## src/rtl/move_controller.sv

```systemverilog
// move_controller: sequences move placement, turn alternation and board clearing for the point registers
module move_controller #(
    parameter int BOARD_SIZE = 15
) (
    input  logic       clock,
    input  logic       reset,
    input  logic       move_req,
    input  logic [3:0] move_x,
    input  logic [3:0] move_y,
    input  logic       clear_req,
    input  logic       game_over,
    input  logic [1:0] cell_q,
    output logic [3:0] cell_x,
    output logic [3:0] cell_y,
    output logic       wr_en,
    output logic [1:0] wr_d,
    output logic       move_ack,
    output logic       move_ok,
    output logic       clear_done,
    output logic [1:0] turn,
    output logic [7:0] move_count,
    output logic       board_full,
    output logic       busy
);
    typedef enum logic [2:0] {IDLE, READ, CHECK, WRITE, CLEAR} state_t;

    localparam logic [3:0] LAST = 4'(BOARD_SIZE - 1);
    localparam logic [7:0] AREA = 8'(BOARD_SIZE * BOARD_SIZE);

    state_t     state, state_n;
    logic [3:0] x_n, y_n;
    logic       wr_en_n, ack_n, ok_n, done_n, full_n;
    logic [1:0] wr_d_n, turn_n;
    logic [7:0] count_n;
    logic       reject;

    assign reject = (cell_x > LAST) || (cell_y > LAST) || (cell_q != 2'b00) || game_over || board_full;
    assign busy   = state != IDLE;

    // next-state and next-output decode; every output is registered below
    always_comb begin
        state_n = state;
        x_n     = cell_x;
        y_n     = cell_y;
        wr_en_n = 1'b0;
        wr_d_n  = wr_d;
        ack_n   = 1'b0;
        ok_n    = 1'b0;
        done_n  = 1'b0;
        turn_n  = turn;
        count_n = move_count;
        full_n  = board_full;
        case (state)
            IDLE: begin
                if (!move_ack && !clear_done && clear_req) begin
                    state_n = CLEAR;
                    x_n     = 4'd0;
                    y_n     = 4'd0;
                    wr_en_n = 1'b1;
                    wr_d_n  = 2'b00;
                end else if (!move_ack && !clear_done && move_req) begin
                    state_n = READ;
                    x_n     = move_x;
                    y_n     = move_y;
                end
            end
            READ: state_n = CHECK;
            CHECK: begin
                state_n = reject ? IDLE : WRITE;
                ack_n   = reject;
                wr_en_n = !reject;
                wr_d_n  = reject ? wr_d : turn;
            end
            WRITE: begin
                state_n = IDLE;
                ack_n   = 1'b1;
                ok_n    = 1'b1;
                turn_n  = ~turn;
                count_n = (move_count == 8'hFF) ? move_count : move_count + 8'd1;
                full_n  = count_n == AREA;
            end
            CLEAR: begin
                if (cell_x == LAST && cell_y == LAST) begin
                    state_n = IDLE;
                    done_n  = 1'b1;
                    turn_n  = 2'b10;
                    count_n = 8'd0;
                    full_n  = 1'b0;
                end else begin
                    wr_en_n = 1'b1;
                    wr_d_n  = 2'b00;
                    x_n     = (cell_x == LAST) ? 4'd0 : cell_x + 4'd1;
                    y_n     = (cell_x == LAST) ? cell_y + 4'd1 : cell_y;
                end
            end
            default: state_n = IDLE;
        endcase
    end

    // state and output registers; reset aborts any operation without an ack or done pulse
    always_ff @(posedge clock or posedge reset) begin
        if (reset) begin
            state      <= IDLE;
            cell_x     <= 4'd0;
            cell_y     <= 4'd0;
            wr_en      <= 1'b0;
            wr_d       <= 2'b00;
            move_ack   <= 1'b0;
            move_ok    <= 1'b0;
            clear_done <= 1'b0;
            turn       <= 2'b10;
            move_count <= 8'd0;
            board_full <= 1'b0;
        end else begin
            state      <= state_n;
            cell_x     <= x_n;
            cell_y     <= y_n;
            wr_en      <= wr_en_n;
            wr_d       <= wr_d_n;
            move_ack   <= ack_n;
            move_ok    <= ok_n;
            clear_done <= done_n;
            turn       <= turn_n;
            move_count <= count_n;
            board_full <= full_n;
        end
    end
endmodule

```

## config.mk

```make
export PLATFORM = sky130hd
export DESIGN_NAME = move_controller
export DESIGN_NICKNAME = d
export VERILOG_FILES = /design/src/rtl/move_controller.sv
export SDC_FILE = /design/constraint.sdc
export NUM_CORES = 1
export LEC_CHECK = 0
export BUFFER_PORTS_ARGS = -buffer_cell sky130_fd_sc_hd__buf_4
export CAP_MARGIN = 5
export CORE_MARGIN = 3
export CORE_UTILIZATION = 57
export DETAILED_ROUTE_END_ITERATION = 8
export GPL_ROUTABILITY_DRIVEN = 0
export GPL_TIMING_DRIVEN = 0
export PLACE_DENSITY = 0.86
export SLEW_MARGIN = 20
export SYNTH_ARGS = -nofsm -noshare
export SYNTH_HDL_FRONTEND = slang
export SYNTH_SLANG_ARGS = --single-unit
```

## constraint.sdc

```tcl
create_clock -name clock -period 2.8 [get_ports clock]
set_input_delay 0.56 -clock clock [delete_from_list [all_inputs] [get_ports clock]]
set_output_delay 0.56 -clock clock [all_outputs]
set_load 0.03 [all_outputs]
```

# Word-level counts from Yosys, hierarchy flattened
# Index checks and enable logic that the tools add are counted.
classes:
  n_bitwise: 1
  n_eq_ne: 14
  div_mod_pow: 0
  shift: 0
  reduce_logical: 22
  addsub: 3
  n_mux: 33
  order_cmp: 2
  n_mul: 0
ops:
  columns: ["cell", "n"]
  rows:
  - ["$mux 4", 8]
  - ["$eq 8x8->1 const B", 2]
  - ["$mux 8", 2]
  - ["$pmux 4 s2", 2]
  - ["$pmux 8 s2", 1]
  - ["$pmux 3 s4", 1]
  - ["$mux 2", 5]
  - ["$ne 2x2->1 const B", 5]
  - ["$mux 3", 3]
  - ["$add 4x1->4 const B", 2]
  - ["$add 8x1->8 const B", 1]
  - ["$eq 4x4->1 const B", 2]
  - ["$gt 4x4->1 const B", 2]
  - ["$reduce_and 4->1", 2]
  - ["$eq 3x2->1 const B", 2]
  - ["$mux 1", 6]
  - ["$pmux 2 s3", 1]
  - ["$reduce_bool 2->1", 3]
  - ["$reduce_bool 3->1", 2]
  - ["$logic_and 1x1->1", 4]
  - ["$logic_or 1x1->1", 4]
  - ["$pmux 1 s2", 2]
  - ["$pmux 2 s2", 1]
  - ["$reduce_and 2->1", 2]
  - ["8 further kinds", 10]
totals:
  mem_count: 0
  mem_bits_ro: 0
  latch_bits: 0
  wordCells: 86
  output_inout_bits: 26
  register_bits: 28
  mem_bits_rw: 0

# Longest topological paths before layout
# Gate-level depths: netlist of the first run.
logic_depth:
  ltp_word: 7
  depth_mapped: 6
  depth_no_buf: 6

# Worst setup path before layout of the first run
# OpenSTA, ideal clock, no wires.
synth_path:
  path_type: "reg2reg"
  start: "reg move_count[0]"
  end: "reg move_count[1]"
  required_time_ps: 2678
  setup_slack_ps: 939
  setup_time_ps: 122
  path_buffers: 1
  arrival_ps: 1740
  path_stages_with_launch: 6
  cell_sequence: "dfrtp_1 ha_1 clkbuf_1 nand3_1 or2_2 a32o_1"
synth_via:
  elab_chain_cells: 3
synth_rtl:
  columns: ["element", "line_no", "text"]
  rows:
  - ["start, declared", "21", "output logic [7:0] move_count,"]
  - ["start signal, assigned", "124", "move_count <= count_n;"]
  - ["$add 8x1->8 or $eq 8x8->1 (tied branches)", "79", "count_n = (move_count == 8'hFF) ? move_count : move_count + 8'd1;"]
  - ["$mux 8 *", "79", null]
  - ["$pmux 8 s2 *", "53", "case (state)"]
# Every way passes the cells marked *; elsewhere a longest branch is shown, timed or not.
# A chain may end at the register's enable or synchronous reset.

# Worst setup path in the final report of the first run
layout_path:
  start: "reg state[1]"
  end: "out busy"
layout_via:
  elab_chain_cells: 1
layout_rtl:
  columns: ["element", "line_no", "text"]
  rows:
  - ["start, declared", "30", "state_t state, state_n;"]
  - ["start signal, assigned", "115", "state <= state_n;"]
  - ["$reduce_bool 3->1", "38", "assign busy = state != IDLE;"]
  - ["end, declared", "23", "output logic busy"]
# No other way between the ends.

==> results of run 1 <==
-- worst paths after layout --
kind / startpoint / slack, ps / endpoint / cells past startpoint
setup / recovery: state[1] / 780 / busy / 3
hold / removal: reset / 300 / wr_en / 2
min in group clock: move_req / 480 / state[0] / 3
hold reg to reg: wr_d[1] / 530 / wr_d[1] / 1
max in group asynchronous: reset / 2060 / cell_x[1] / 2
setup reg to reg: state[0] / 900 / move_count[1] / 6
-- worst max-delay path, delay by kind of cell, from the launching register on --
family / cells / cell delay [ps]
buffers and inverters: 2 / 350
DFF: 1 / 410
and+or+nand+nor: 1 / 350
-- cells in the mapped netlist (2+ instances only) --
master	n	area, um^2
a21boi_0	2	15.0
a21oi_1	15	75.1
a22o_1	3	26.3
a2bb2oi_1	4	35.0
a31oi_1	4	25.0
a41oi_1	3	26.3
and3_1	5	31.3
buf_2	4	20.0
buf_6	2	22.5
clkbuf_1	4	15.0
dfrtp_1	27	676
ha_1	3	37.5
inv_1	7	26.3
mux2_2	3	33.8
mux2i_1	2	20.0
nand2_1	12	45.0
nand2b_1	4	25.0
nand3_1	8	40.0
nand4_1	5	31.3
nand4b_1	2	17.5
nor2_1	14	52.6
nor2b_1	2	12.5
nor3_1	4	20.0
nor4_1	3	18.8
o21ai_0	6	30.0
o2bb2ai_1	3	26.3
or2_2	2	12.5
-- kinds of logic (layout without fill, tap and decap cells) --
group                      count (synthesis)  after routing
and+or+nand+nor                           69             69
AOI/OAI and AO/OA                         56             56
DFF                                       28             28
buffers and inverters                     17             61
muxes                                      5              5
adders and majority gates                  3              3
xor gates and xnor gates                   1              1
-- layout make-up --
type | instances | area (um^2) | share of cell area
inverters | 7 | 26.3 | 0.0128
clock inverters | 1 | 30.0 | 0.0146
flip-flops and latches | 28 | 702 | 0.341
plain buffers | 10 | 57.6 | 0.0279
clock buffers | 3 | 22.5 | 0.0109
multi-input cells | 134 | 883 | 0.429
well taps | 30 | 37.5 | 0.0182
repair buffers | 40 | 300 | 0.146
-- metrics by stage --
stage	setup slack, ps	power (uW)	utilization	cells
4_1_cts	776	1860	0.782	253
3_5_place_dp	793	1590	0.762	249
6_report	785	1860	0.782	253
2_1_floorplan	939	1310	-	179
3_3_place_gp	787	1560	0.762	249
5_1_grt	711	1980	0.782	253
-- power by group through the flow --
stage | combinational [uW] | sequential [uW] | clock [uW]
after floorplan | 532 | 774 | 0
after global placement | 929 | 628 | 0
after detailed placement | 951 | 641 | 0
after CTS | 957 | 633 | 273
after global routing | 1040 | 654 | 288
final | 953 | 634 | 269
-- per-layer routing --
layer / global-route usage / part of all wire
met1: 0.346 / 0.42
met2: 0.392 / 0.47
met3: 0.0432 / 0.096
met4: 0.101 / 0.015
met5: 0 / 0
-- registers in the layout (all words and copies together) (netlist names) --
| signal | count |
|---|---|
| board_full | 1 |
| cell_x | 4 |
| cell_y | 4 |
| clear_done | 1 |
| move_ack | 1 |
| move_count | 8 |
| move_ok | 1 |
| state | 3 |
| turn | 2 |
| wr_d | 2 |
| wr_en | 1 |
==> impl_metrics.yaml, run 1 <==
outcome:
  outcome: "complete, no violations"
clock_network:
  cts.reportedPaths.clkPinSlew_ps: 150
  post_cts_resized: 0
  htreeDepth: 1
  cts_tree: "built"
  clock-sinks: 28
  insertion_delay_ps: 340
  clockRootBuffer: "clkbuf_4"
  numCtsBuffers: 3
  ctsLongestPathBuffers: 2
  post_cts_buffers: 0
  ctsHoldBuffers: 0
synth:
  syn_avg_cell_area_um2: 9.32
  yosys_most_used_dff: "dfrtp_1"
  netlist_instances: 179
  muxShareOfSynthArea: 0.0322
  synthSimpleGateAreaFrac: 0.226
  ys_ff_latch: 28
  syn_area_um2: 1670
  async_flop_share: 1.00
  synth_edf_count: 0
  synth_fa_ha_area_frac: 0.0225
  yosysWarnings: 0
  syn_nets: 197
  seq_area_frac_synth: 0.421
  ys_types: 53
  synth-xor-area-share: 0.00525
  synth_top_family_by_area: "compound AO/OA/AOI/OAI gates"
  synth-compound-area-share: 0.243
setup_path:
  startpoint_type: "flip-flop"
  crit_chain: "buf_2 -> or3_1 -> buf_4"
  critPathKind: "flip-flop to output port"
  cp-end-kind: "output port"
  crit_fanout: 10
  worst_path_max_delay_cell: "dfrtp_1"
  arrival_ps: 1460
  critPathRequiredTime_ps: 2240
  cp_slowest_stage_delay_ps: 410
placed_design:
  dp_hpwl_um: 2990
  numPortBuffers: 40
  dpl-instance-area_um2: 2010
global_route:
  grt_pass1_wl_um: 6910
  grtUsageTotal: 0.252
  grt_max_degree: 29
  grt_pass1_vias: 1515
  antenna_found_initial: 0
  grt_overflow: 0
run:
  max-cap-violations: 0
routing:
  routed_wirelength_um: 4080
  vias: 1594
  first_pass_iters: 6
  drc_errors: 0
  wl_per_cell_um: 16.1
  drtIter0Drc: 134
  vias_per_cell: 6.30
  final_antenna_net_count: 0
power:
  vdd_drop_max_mv: 1.01
  p_leak_uw: 0.000968
  switchingPower_uw: 794
  swShare: 0.428
  power_density_nw_per_um2: 901
  power_frac_clock: 0.145
  p_comb_frac: 0.513
  p_int_uw: 1060
  seqPwrFrac: 0.342
sta:
  finalSetupViolCount: 0
  min_period_ps: 2020
  final_hold_viol_count: 0
  timing.hold.ws_ps: 296
  maxSlewViolCount: 0
  tns_ps: 0
  min_period_over_period: 0.720
  rsz0062_at_grt: "false"
  skew_ps: 9.90
  fmax_ghz: 0.496
  slew_headroom: 0.353
  worst_pin_slew_ps: 964
die:
  fp-row-count: 18
  die_x_um: 60.1
  start_util: 0.633
  io_pins: 41
  die_area_um2: 3610
  core_area_um2: 2640
  dieHeight_um: 60.1
layout:
  final_common_cell: "buf_4"
  layout.nets: 242
  syn_to_final_growth_pct: 23.4
  drive_gt1_frac: 0.278
  num_antenna_cells: 0
  layout_common_cells: "buf_4, dfrtp_1, a21oi_1"
  num-fill-cells: 188
  design_area_um2: 2060
min_path:
  hold_path.class: "input port to asynchronous set/reset pin"
Power figures use the tool's default switching activity.
==> run 2, diff against run 1 <==
CORE_UTILIZATION = 48   (was 57)
PLACE_DENSITY = 0.78   (was 0.86)
clock period = 1.8 ns   (was 2.8 ns; I/O delays follow)
==> impl_metrics.yaml, run 2 (synthesized netlist as in run 1, its figures left out) <==
layout:
  register_area_um2: 706
  multi_input_area_um2: 941
  layout_common_cells: "buf_4, dfrtp_1, nor2_1"
  final_common_cell: "buf_4"
  largestRegisters: "move_count (8), cell_x (4), cell_y (4)"
  syn_to_final_growth_pct: 34.6
  num_antenna_cells: 0
  regMostFlops: "move_count"
  layout.nets: 254
  num-fill-cells: 260
  largest_register_ff_count: 8
  drive_gt1_frac: 0.400
die:
  dieHeight_um: 65.0
  core_area_um2: 3180
  io_pins: 41
  die_area_um2: 4220
  die_x_um: 65.0
  fp-row-count: 20
  start_util: 0.525
setup_path:
  crit_fanout: 10
  path_buf_inv: 2
  cp_top_family: "flip-flops"
  arrival_ps: 1480
  cp_slowest_stage_delay_ps: 430
  worstRegToRegCells: 6
  reg2reg_setup_slack_ps: -30
  r2r_start: "state[1]"
  worst_path_max_delay_cell: "dfrtp_1"
  crit_chain: "buf_2 -> or3_1 -> buf_4"
  critPathRequiredTime_ps: 1440
  startpoint_type: "flip-flop"
  cp-end-kind: "output port"
  critPathKind: "flip-flop to output port"
  reg2reg_to: "move_count[1]"
  crit_path_start: "state[1]"
routing:
  vias: 1658
  wl_per_cell_um: 16.7
  drtIter0Drc: 149
  routed_wirelength_um: 4650
  final_antenna_net_count: 0
  first_pass_iters: 4
  vias_per_cell: 5.94
  drc_errors: 0
global_route:
  grt_pass1_vias: 1694
  grt_max_degree: 29
  antenna_found_initial: 0
  grt_pass1_wl_um: 7470
  grt_overflow: 0
  grtUsageTotal: 0.222
clock_network:
  clockRootBuffer: "clkbuf_4"
  insertion_delay_ps: 320
  ctsHoldBuffers: 0
  cts.reportedPaths.clkPinSlew_ps: 160
  clock-sinks: 28
  numCtsBuffers: 3
  htreeDepth: 1
  ctsLongestPathBuffers: 2
  cts_tree: "built"
sta:
  rsz0062_at_grt: "true"
  finalSetupViolCount: 3
  layout_setup_ws_ps: -35.9
  timing.hold.ws_ps: 90.9
  skew_ps: 11.0
  min_period_over_period: 1.02
  maxSlewViolCount: 0
  final_hold_viol_count: 0
  slew_headroom: 0.593
  worst_pin_slew_ps: 609
  min_period_ps: 1840
  fmax_ghz: 0.545
power:
  power_density_nw_per_um2: 1400
  p_leak_uw: 0.00104
  vdd_drop_max_mv: 0.941
run:
  max-cap-violations: 0
outcome:
  violations: "negative setup slack"
  outcome: "complete, but fails checks"
placed_design:
  place_ws_ps: -53.2
  numPortBuffers: 40
  dp_hpwl_um: 3100
min_path:
  hold_path.class: "input port to asynchronous set/reset pin"
## run 2: power by group
| part | switching, uW | total, uW | leakage, uW | internal, uW |
|---|---|---|---|---|
| sequential | 218 | 1010 | 0.000362 | 789 |
| clock | 185 | 410 | 0.0000279 | 225 |
| combinational | 928 | 1730 | 0.000654 | 801 |
## run 2: stage by stage
stage | cells | util | power (uW) | setup TNS, ps | instance area, um^2
after floorplan | 179 | - | 2040 | -30.2 | 1670
after CTS | 272 | 0.670 | 2950 | 0 | 2130
final | 279 | 0.707 | 3150 | -73.3 | 2250
after global routing | 279 | 0.707 | 3340 | -440 | 2250
after global placement | 263 | 0.638 | 2440 | -57.2 | 2030
after detailed placement | 263 | 0.638 | 2490 | -143 | 2030
## run 2: timing repair
| item | CTS | global route |
|---|---|---|
| endpoints found under the hold margin | 0 | 0 |
| setup buffers | 6 | 9 |
| pin swaps | 2 | 4 |
| setup endpoints to repair | 6 | 20 |
| gates resized for setup | 3 | 15 |
## run 2: how the worst max path moves through the flow
stage / end / slack (ps) / cells after the start
final: busy / -40 / 3
after global routing: move_count[1] / -120 / 6
after CTS: busy / 2 / 3
after detailed placement: cell_y[1] / -50 / 5
after global placement: cell_y[1] / -30 / 5
after floorplan: move_count[1] / -30 / 5
## run 2: cell type report
cell class | count | area share
Buffer | 7 | 0.0223
Clock buffer | 3 | 0.0100
Clock inverter | 1 | 0.0134
Inverter | 7 | 0.0117
Multi-Input combinational cell | 134 | 0.419
Sequential cell | 28 | 0.314
Tap cell | 44 | 0.0245
Timing Repair Buffer | 55 | 0.185
## run 2: worst reg2reg max path, cell delays in order (launching register included)
cell,delay [ps]
dfrtp_1,430
buf_6,120
or3b_4,400
buf_8,140
o31ai_4,330
o21ai_2,100
a32o_1,210
## run 2: per-layer routing
| metal | track usage | vias up | routed length, um |
|---|---|---|---|
| met5 | 0 | - | 0 |
| met2 | 0.392 | 46 | 2450 |
| met3 | 0.0277 | 6 | 270 |
| li1 | - | 794 | - |
| met4 | 0.0739 | 0 | 53 |
| met1 | 0.277 | 812 | 1880 |
